### config.mk
export PLATFORM = sky130hd
export DESIGN_NAME = imem_loader
export DESIGN_NICKNAME = d
export VERILOG_FILES = /design/src/rtl/pa_riscv.sv /design/src/rtl/imem_loader_pack.sv /design/src/rtl/imem_loader.sv
export SDC_FILE = /design/constraint.sdc
export NUM_CORES = 1
export LEC_CHECK = 0
export ABC_CLOCK_PERIOD_IN_PS = 3110
export CAP_MARGIN = 10
export CORE_ASPECT_RATIO = 0.5
export CORE_MARGIN = 2
export CORE_UTILIZATION = 30
export DETAILED_ROUTE_END_ITERATION = 16
export PLACE_DENSITY = 0.61
export SLEW_MARGIN = 40
export SYNTH_ARGS = -nofsm -noshare
export SYNTH_HDL_FRONTEND = slang
export SYNTH_SLANG_ARGS = --single-unit
### constraint.sdc
create_clock -name i_clk -period 3.11 [get_ports i_clk]
set_clock_uncertainty 0.15 [all_clocks]
set_input_delay 0.4665 -clock i_clk [delete_from_list [all_inputs] [get_ports i_clk]]
set_output_delay 0.4665 -clock i_clk [all_outputs]
set_load 0.1 [all_outputs]
### src/rtl/pa_riscv.sv
// Shared loader/ISA definitions: loader FSM states and the accepted opcode set.
package pa_riscv;

    localparam int unsigned BYTE_W = 8;
    localparam int unsigned WORD_W = 32;

    typedef enum logic [2:0] {
        IDLE  = 3'd0,
        RECV  = 3'd1,
        WRITE = 3'd2,
        DONE  = 3'd3,
        ERROR = 3'd4
    } ty_LOADER_STATE;

    typedef enum logic [6:0] {
        LW         = 7'b0000011,
        I_TYPE_ALU = 7'b0010011,
        SW         = 7'b0100011,
        R_TYPE_ALU = 7'b0110011,
        B_TYPE     = 7'b1100011,
        JAL        = 7'b1101111
    } ty_OPERAND;

    // True when the 7-bit opcode field belongs to the subset the core executes.
    function automatic logic is_legal_opcode(input logic [6:0] opcode);
        ty_OPERAND op;
        op = ty_OPERAND'(opcode);
        case (op)
            LW, I_TYPE_ALU, SW, R_TYPE_ALU, B_TYPE, JAL: return 1'b1;
            default:                                     return 1'b0;
        endcase
    endfunction

endpackage

### src/rtl/imem_loader_pack.sv
// Little-endian byte-to-word assembler: each push fills the lane selected by byte_idx.
module imem_loader_pack
    import pa_riscv::*;
(
    input  logic              clk,
    input  logic              rst_n,
    input  logic              clear,
    input  logic              push,
    input  logic [BYTE_W-1:0] din,
    output logic [WORD_W-1:0] word,
    output logic [1:0]        byte_idx,
    output logic              complete_c,
    output logic [6:0]        next_opcode_c
);

    logic [WORD_W-1:0] word_q;
    logic [1:0]        byte_idx_q;

    // Word is complete when the byte for the top lane is accepted.
    always_comb begin
        complete_c    = push && (byte_idx_q == 2'd3);
        next_opcode_c = (byte_idx_q == 2'd0) ? din[6:0] : word_q[6:0];
    end

    // Lane write and byte index advance; clear restarts assembly at lane 0.
    always_ff @(posedge clk or negedge rst_n) begin
        if (!rst_n) begin
            word_q     <= '0;
            byte_idx_q <= 2'd0;
        end else if (clear) begin
            word_q     <= '0;
            byte_idx_q <= 2'd0;
        end else if (push) begin
            word_q[{byte_idx_q, 3'b000} +: BYTE_W] <= din;
            byte_idx_q                             <= byte_idx_q + 2'd1;
        end
    end

    assign word     = word_q;
    assign byte_idx = byte_idx_q;

endmodule

### src/rtl/imem_loader.sv
// Streams program bytes into instruction memory, vetting each word's opcode,
// and holds the core in reset until a complete, legal image has been written.
module imem_loader
    import pa_riscv::*;
#(
    parameter int unsigned ADDR_W = 6
) (
    input  logic                i_clk,
    input  logic                i_rst_n,
    input  logic                i_start,
    input  logic [ADDR_W:0]     i_numWords,
    input  logic                i_valid,
    input  logic [BYTE_W-1:0]   i_data,
    output logic                o_ready,
    output logic                o_imemWrEn,
    output logic [ADDR_W-1:0]   o_imemAddr,
    output logic [WORD_W-1:0]   o_imemWrData,
    output logic                o_cpuRstN,
    output logic                o_busy,
    output logic                o_done,
    output logic                o_error,
    output logic [ADDR_W-1:0]   o_errorAddr
);

    localparam int unsigned NUM_W = ADDR_W + 1;
    localparam int unsigned DEPTH = 32'd1 << ADDR_W;

    ty_LOADER_STATE state_q, state_d;

    logic [ADDR_W-1:0] addr_q;
    logic [NUM_W-1:0]  num_q;
    logic [ADDR_W-1:0] err_addr_q;

    logic              ready_q, wr_en_q, busy_q, done_q, error_q, cpu_rst_n_q;
    logic              ready_d, wr_en_d, busy_d, done_d, error_d, cpu_rst_n_d;

    logic [WORD_W-1:0] word;
    logic [1:0]        byte_idx;
    logic              complete_c;
    logic [6:0]        next_opcode_c;

    logic              start_ok_c;
    logic              hs_c;
    logic              num_zero_c;
    logic              num_over_c;
    logic              word_legal_c;
    logic              last_c;

    // Decode of handshake, start acceptance and per-word conditions.
    always_comb begin
        start_ok_c   = i_start && ((state_q == IDLE) || (state_q == DONE) || (state_q == ERROR));
        hs_c         = i_valid && ready_q;
        num_zero_c   = (i_numWords == '0);
        num_over_c   = (i_numWords > NUM_W'(DEPTH));
        word_legal_c = is_legal_opcode(word[6:0]);
        last_c       = ({1'b0, addr_q} == (num_q - NUM_W'(1)));
    end

    imem_loader_pack u_pack (
        .clk           (i_clk),
        .rst_n         (i_rst_n),
        .clear         (start_ok_c),
        .push          (hs_c),
        .din           (i_data),
        .word          (word),
        .byte_idx      (byte_idx),
        .complete_c    (complete_c),
        .next_opcode_c (next_opcode_c)
    );

    // State register.
    always_ff @(posedge i_clk or negedge i_rst_n) begin
        if (!i_rst_n) state_q <= IDLE;
        else          state_q <= state_d;
    end

    // Next-state logic.
    always_comb begin
        state_d = state_q;
        case (state_q)
            IDLE, DONE, ERROR: begin
                if (i_start) begin
                    if (num_zero_c)      state_d = DONE;
                    else if (num_over_c) state_d = ERROR;
                    else                 state_d = RECV;
                end
            end
            RECV: begin
                if (complete_c) state_d = WRITE;
            end
            WRITE: begin
                if (!word_legal_c) state_d = ERROR;
                else if (last_c)   state_d = DONE;
                else               state_d = RECV;
            end
            default: state_d = IDLE;
        endcase
    end

    // Output decode from the upcoming state so the flags align with it.
    always_comb begin
        ready_d     = 1'b0;
        wr_en_d     = 1'b0;
        busy_d      = 1'b0;
        done_d      = 1'b0;
        error_d     = 1'b0;
        cpu_rst_n_d = 1'b0;
        case (state_d)
            RECV: begin
                ready_d = 1'b1;
                busy_d  = 1'b1;
            end
            WRITE: begin
                busy_d  = 1'b1;
                wr_en_d = is_legal_opcode(next_opcode_c);
            end
            DONE: begin
                done_d      = 1'b1;
                cpu_rst_n_d = 1'b1;
            end
            ERROR: begin
                error_d = 1'b1;
            end
            default: ;
        endcase
    end

    // Output flag registers.
    always_ff @(posedge i_clk or negedge i_rst_n) begin
        if (!i_rst_n) begin
            ready_q     <= 1'b0;
            wr_en_q     <= 1'b0;
            busy_q      <= 1'b0;
            done_q      <= 1'b0;
            error_q     <= 1'b0;
            cpu_rst_n_q <= 1'b0;
        end else begin
            ready_q     <= ready_d;
            wr_en_q     <= wr_en_d;
            busy_q      <= busy_d;
            done_q      <= done_d;
            error_q     <= error_d;
            cpu_rst_n_q <= cpu_rst_n_d;
        end
    end

    // Word count, write address and first-fault address tracking.
    always_ff @(posedge i_clk or negedge i_rst_n) begin
        if (!i_rst_n) begin
            num_q      <= '0;
            addr_q     <= '0;
            err_addr_q <= '0;
        end else if (start_ok_c) begin
            num_q      <= i_numWords;
            addr_q     <= '0;
            err_addr_q <= '0;
        end else if (state_q == WRITE) begin
            if (!word_legal_c) err_addr_q <= addr_q;
            else if (!last_c)  addr_q     <= addr_q + ADDR_W'(1);
        end
    end

    assign o_ready      = ready_q;
    assign o_imemWrEn   = wr_en_q;
    assign o_imemAddr   = addr_q;
    assign o_imemWrData = word;
    assign o_cpuRstN    = cpu_rst_n_q;
    assign o_busy       = busy_q;
    assign o_done       = done_q;
    assign o_error      = error_q;
    assign o_errorAddr  = err_addr_q;

endmodule
==> flow_summary_export.csv <==
group,metric,value,unit
cells_and_area,layout-drive-gt1-share,23.77,%
clocking,htreeDepth,3,
synthesis,ys_seq_area_share,52.54,%
sta,setup_viol,0,
placement,gp_routability_congestion,0.8021,
cells_and_area,antennaDiodeCount,0,
route,wl_per_cell,15.36,µm
route,firstDrtPassIters,4,
clocking,insertion_delay,0.33,ns
worst_setup_path,critPathArrivalTime,2.54,ns
sta,worstMarginPinSlew,0.7537,ns
cells_and_area,multi_input_area,0.001316,mm²
worst_setup_path,r2r_slack,0.64,ns
route,viasPerCell,4.852,
global_routing,antenna_found_initial,0,
global_routing,grt_max_degree,30,
clocking,clock-sinks,61,
clocking,numCtsBuffers,9,
clocking,path_clk_slew,0.05,ns
worst_setup_path,required,3.18,ns
clocking,cts_setup_buffers,0,
cells_and_area,layout_common_cells,"dfrtp_1, buf_4, nand2_1, a22o_1, nor2_1",
pwr,p_leak,0.001872,µW
worst_setup_path,cp_max_fo,6,
cells_and_area,syn_to_final_growth,35.27,%
global_routing,track_usage,15.25,%
worst_setup_path,r2r-end,"o_busy",
clocking,root_buffer,"clkbuf_16",
floorplan,placementRows,25,
worst_setup_path,cp-end-kind,"flop",
synthesis,yosysWarningCount,0,
min_path,hold_path_class,"input port to async pin",
placement,dpl.hpwl,5.492,mm
sta,fin_setup_tns,0,ns
worst_setup_path,r2r_cells,7,
clocking,cts_tree,"built",
floorplan,dieArea,0.01054,mm²
route,totalWireLength,7.371,mm
job,cap_violations,0,
global_routing,grt_pass1_vias,2461,
floorplan,die_width,143.2,µm
clocking,hold_buffers,0,
synthesis,avgSynthCellArea,10.92,µm²
synthesis,synth_cells,266,
synthesis,ys_ff_latch,61,
cells_and_area,fillerInstances,900,
synthesis,syn_area,0.002905,mm²
sta,slew_viol_final,0,
cells_and_area,final_common_cell,"dfrtp_1",
sta,rsz0062_at_grt,"no",
route,vias,2329,
route,drc,0,
sta,hold_violations,0,
cells_and_area,final_util,41.74,%
synthesis,ys_async_sr_fraction,100.0,%
worst_setup_path,critPathKind,"flop to flop",
floorplan,start_util,30.86,%
worst_setup_path,r2r-start,"num_q[0]",
synthesis,synth_nets,292,
floorplan,boundaryPins,69,
worst_setup_path,setup.worst_path.start_class,"flop",
route,drt_iter0_markers,77,
status,status,"finished, final reports clean",
sta,min_period,2.471,ns
sta,finalCritPeriodShare,79.46,%
pwr,ir_drop,0.3814,mV
synthesis,synth-main-ff-cell,"dfrtp_1",
cells_and_area,nNetsFinal,366,
global_routing,overflow,0,
sta,fmax,0.4047,GHz
clocking,post_cts_resized,0,
global_routing,grt_pass1_wl,12.15,mm
placement,portBuffers,68,
synthesis,synth_edf_count,0,
floorplan,coreArea,0.009415,mm²
route,ant_nets,0,
synthesis,ys_types,50,
floorplan,dieHeight,73.59,µm
cells_and_area,regArea,0.001526,mm²
pwr,power_per_cell_area,911.1,mW/mm²
sta,relSlewSlack,49.48,%
clocking,clockBufferDepth,2,
-- synth_stat cells (3+ instances only) --
library cell  number  share of area [%]
dfrtp_1           61                 53
nand2_1           38                4.9
a22o_1            27                8.1
nor2_1            19                2.5
mux2i_1           12                4.1
a21oi_1           10                1.7
nand2b_1           8                1.7
nand3_1            8                1.4
ha_1               7                3.0
o21ai_0            7                1.2
clkbuf_1           6               0.78
inv_1              6               0.78
a22oi_1            5                1.3
xnor2_1            5                1.5
and3_1             3               0.65
xor2_1             3               0.90
-- kinds of logic after synthesis --
family	after synthesis	share of synthesized area, %
AOI/OAI and AO/OA	64	17.27
xor gates and xnor gates	8	2.412
adders and majority gates	7	3.015
buffers and inverters	15	2.153
DFF	61	52.54
muxes	13	4.651
and+or+nand+nor	98	17.96
-- layer usage --
layer | GRT usage, % | part of all wire, %
met5 | 0 | 0
met4 | 5.611 | 1.4
met3 | 5.867 | 5.8
met2 | 25.31 | 48
met1 | 18.30 | 45
-- how the worst max path moves through the flow --
stage	startpoint	to	slack, ns	cells past startpoint
after floorplan	o_imemAddr[2]	o_busy	0.65	6
after global placement	i_numWords[1]	o_busy	0.69	5
after detailed placement	i_numWords[1]	o_busy	0.66	5
after CTS	num_q[0]	o_busy	0.64	7
after global routing	num_q[0]	o_ready	0.51	7
final	num_q[0]	o_busy	0.64	7
-- layout make-up --
| cell class | instances | share of cell area [%] |
|---|---|---|
| flip-flops and latches | 61 | 38.84 |
| well taps | 135 | 4.298 |
| clock inverters | 7 | 2.292 |
| repair buffers | 72 | 14.77 |
| multi-input cells | 190 | 33.49 |
| clock buffers | 9 | 5.731 |
| inverters | 6 | 0.5731 |
-- sequential cells by signal (all words and copies together) (netlist names) --
signal           flops
o_imemWrEn           1
o_busy               1
o_imemAddr           6
u_pack.word         32
num_q                7
o_error              1
o_errorAddr          6
o_cpuRstN            1
state_q              3
o_ready              1
u_pack.byte_idx      2
-- critical path, stage by stage (launching register included) --
cell and delay [ns]:
dfrtp_1 0.41, inv_1 0.09, ha_1 0.23, nor4b_2 0.27, mux2_4 0.34, nor4_4 0.45, nand4_2 0.20, a31o_1 0.22
-- per-stage QoR --
step	instance area (µm²)	setup slack [ns]	std cells	power (µW)	hold WS (ns)
detailed placement	3615	0.6595	464	2538	0.3449
floorplan	2905	0.6513	266	2185	0.02091
finish	3930	0.6389	480	3581	0.01048
CTS	3930	0.6440	480	3612	0.04070
global route	3930	0.5061	480	3776	0.06377
global placement	3615	0.6864	464	2497	0.3398
-- power breakdown --
part,internal [µW],switching [µW]
Combinational,401,1030
Clock,696,359
Sequential,932,159
Total,2030,1550
No activity file was read; power rests on OpenSTA's default activity.
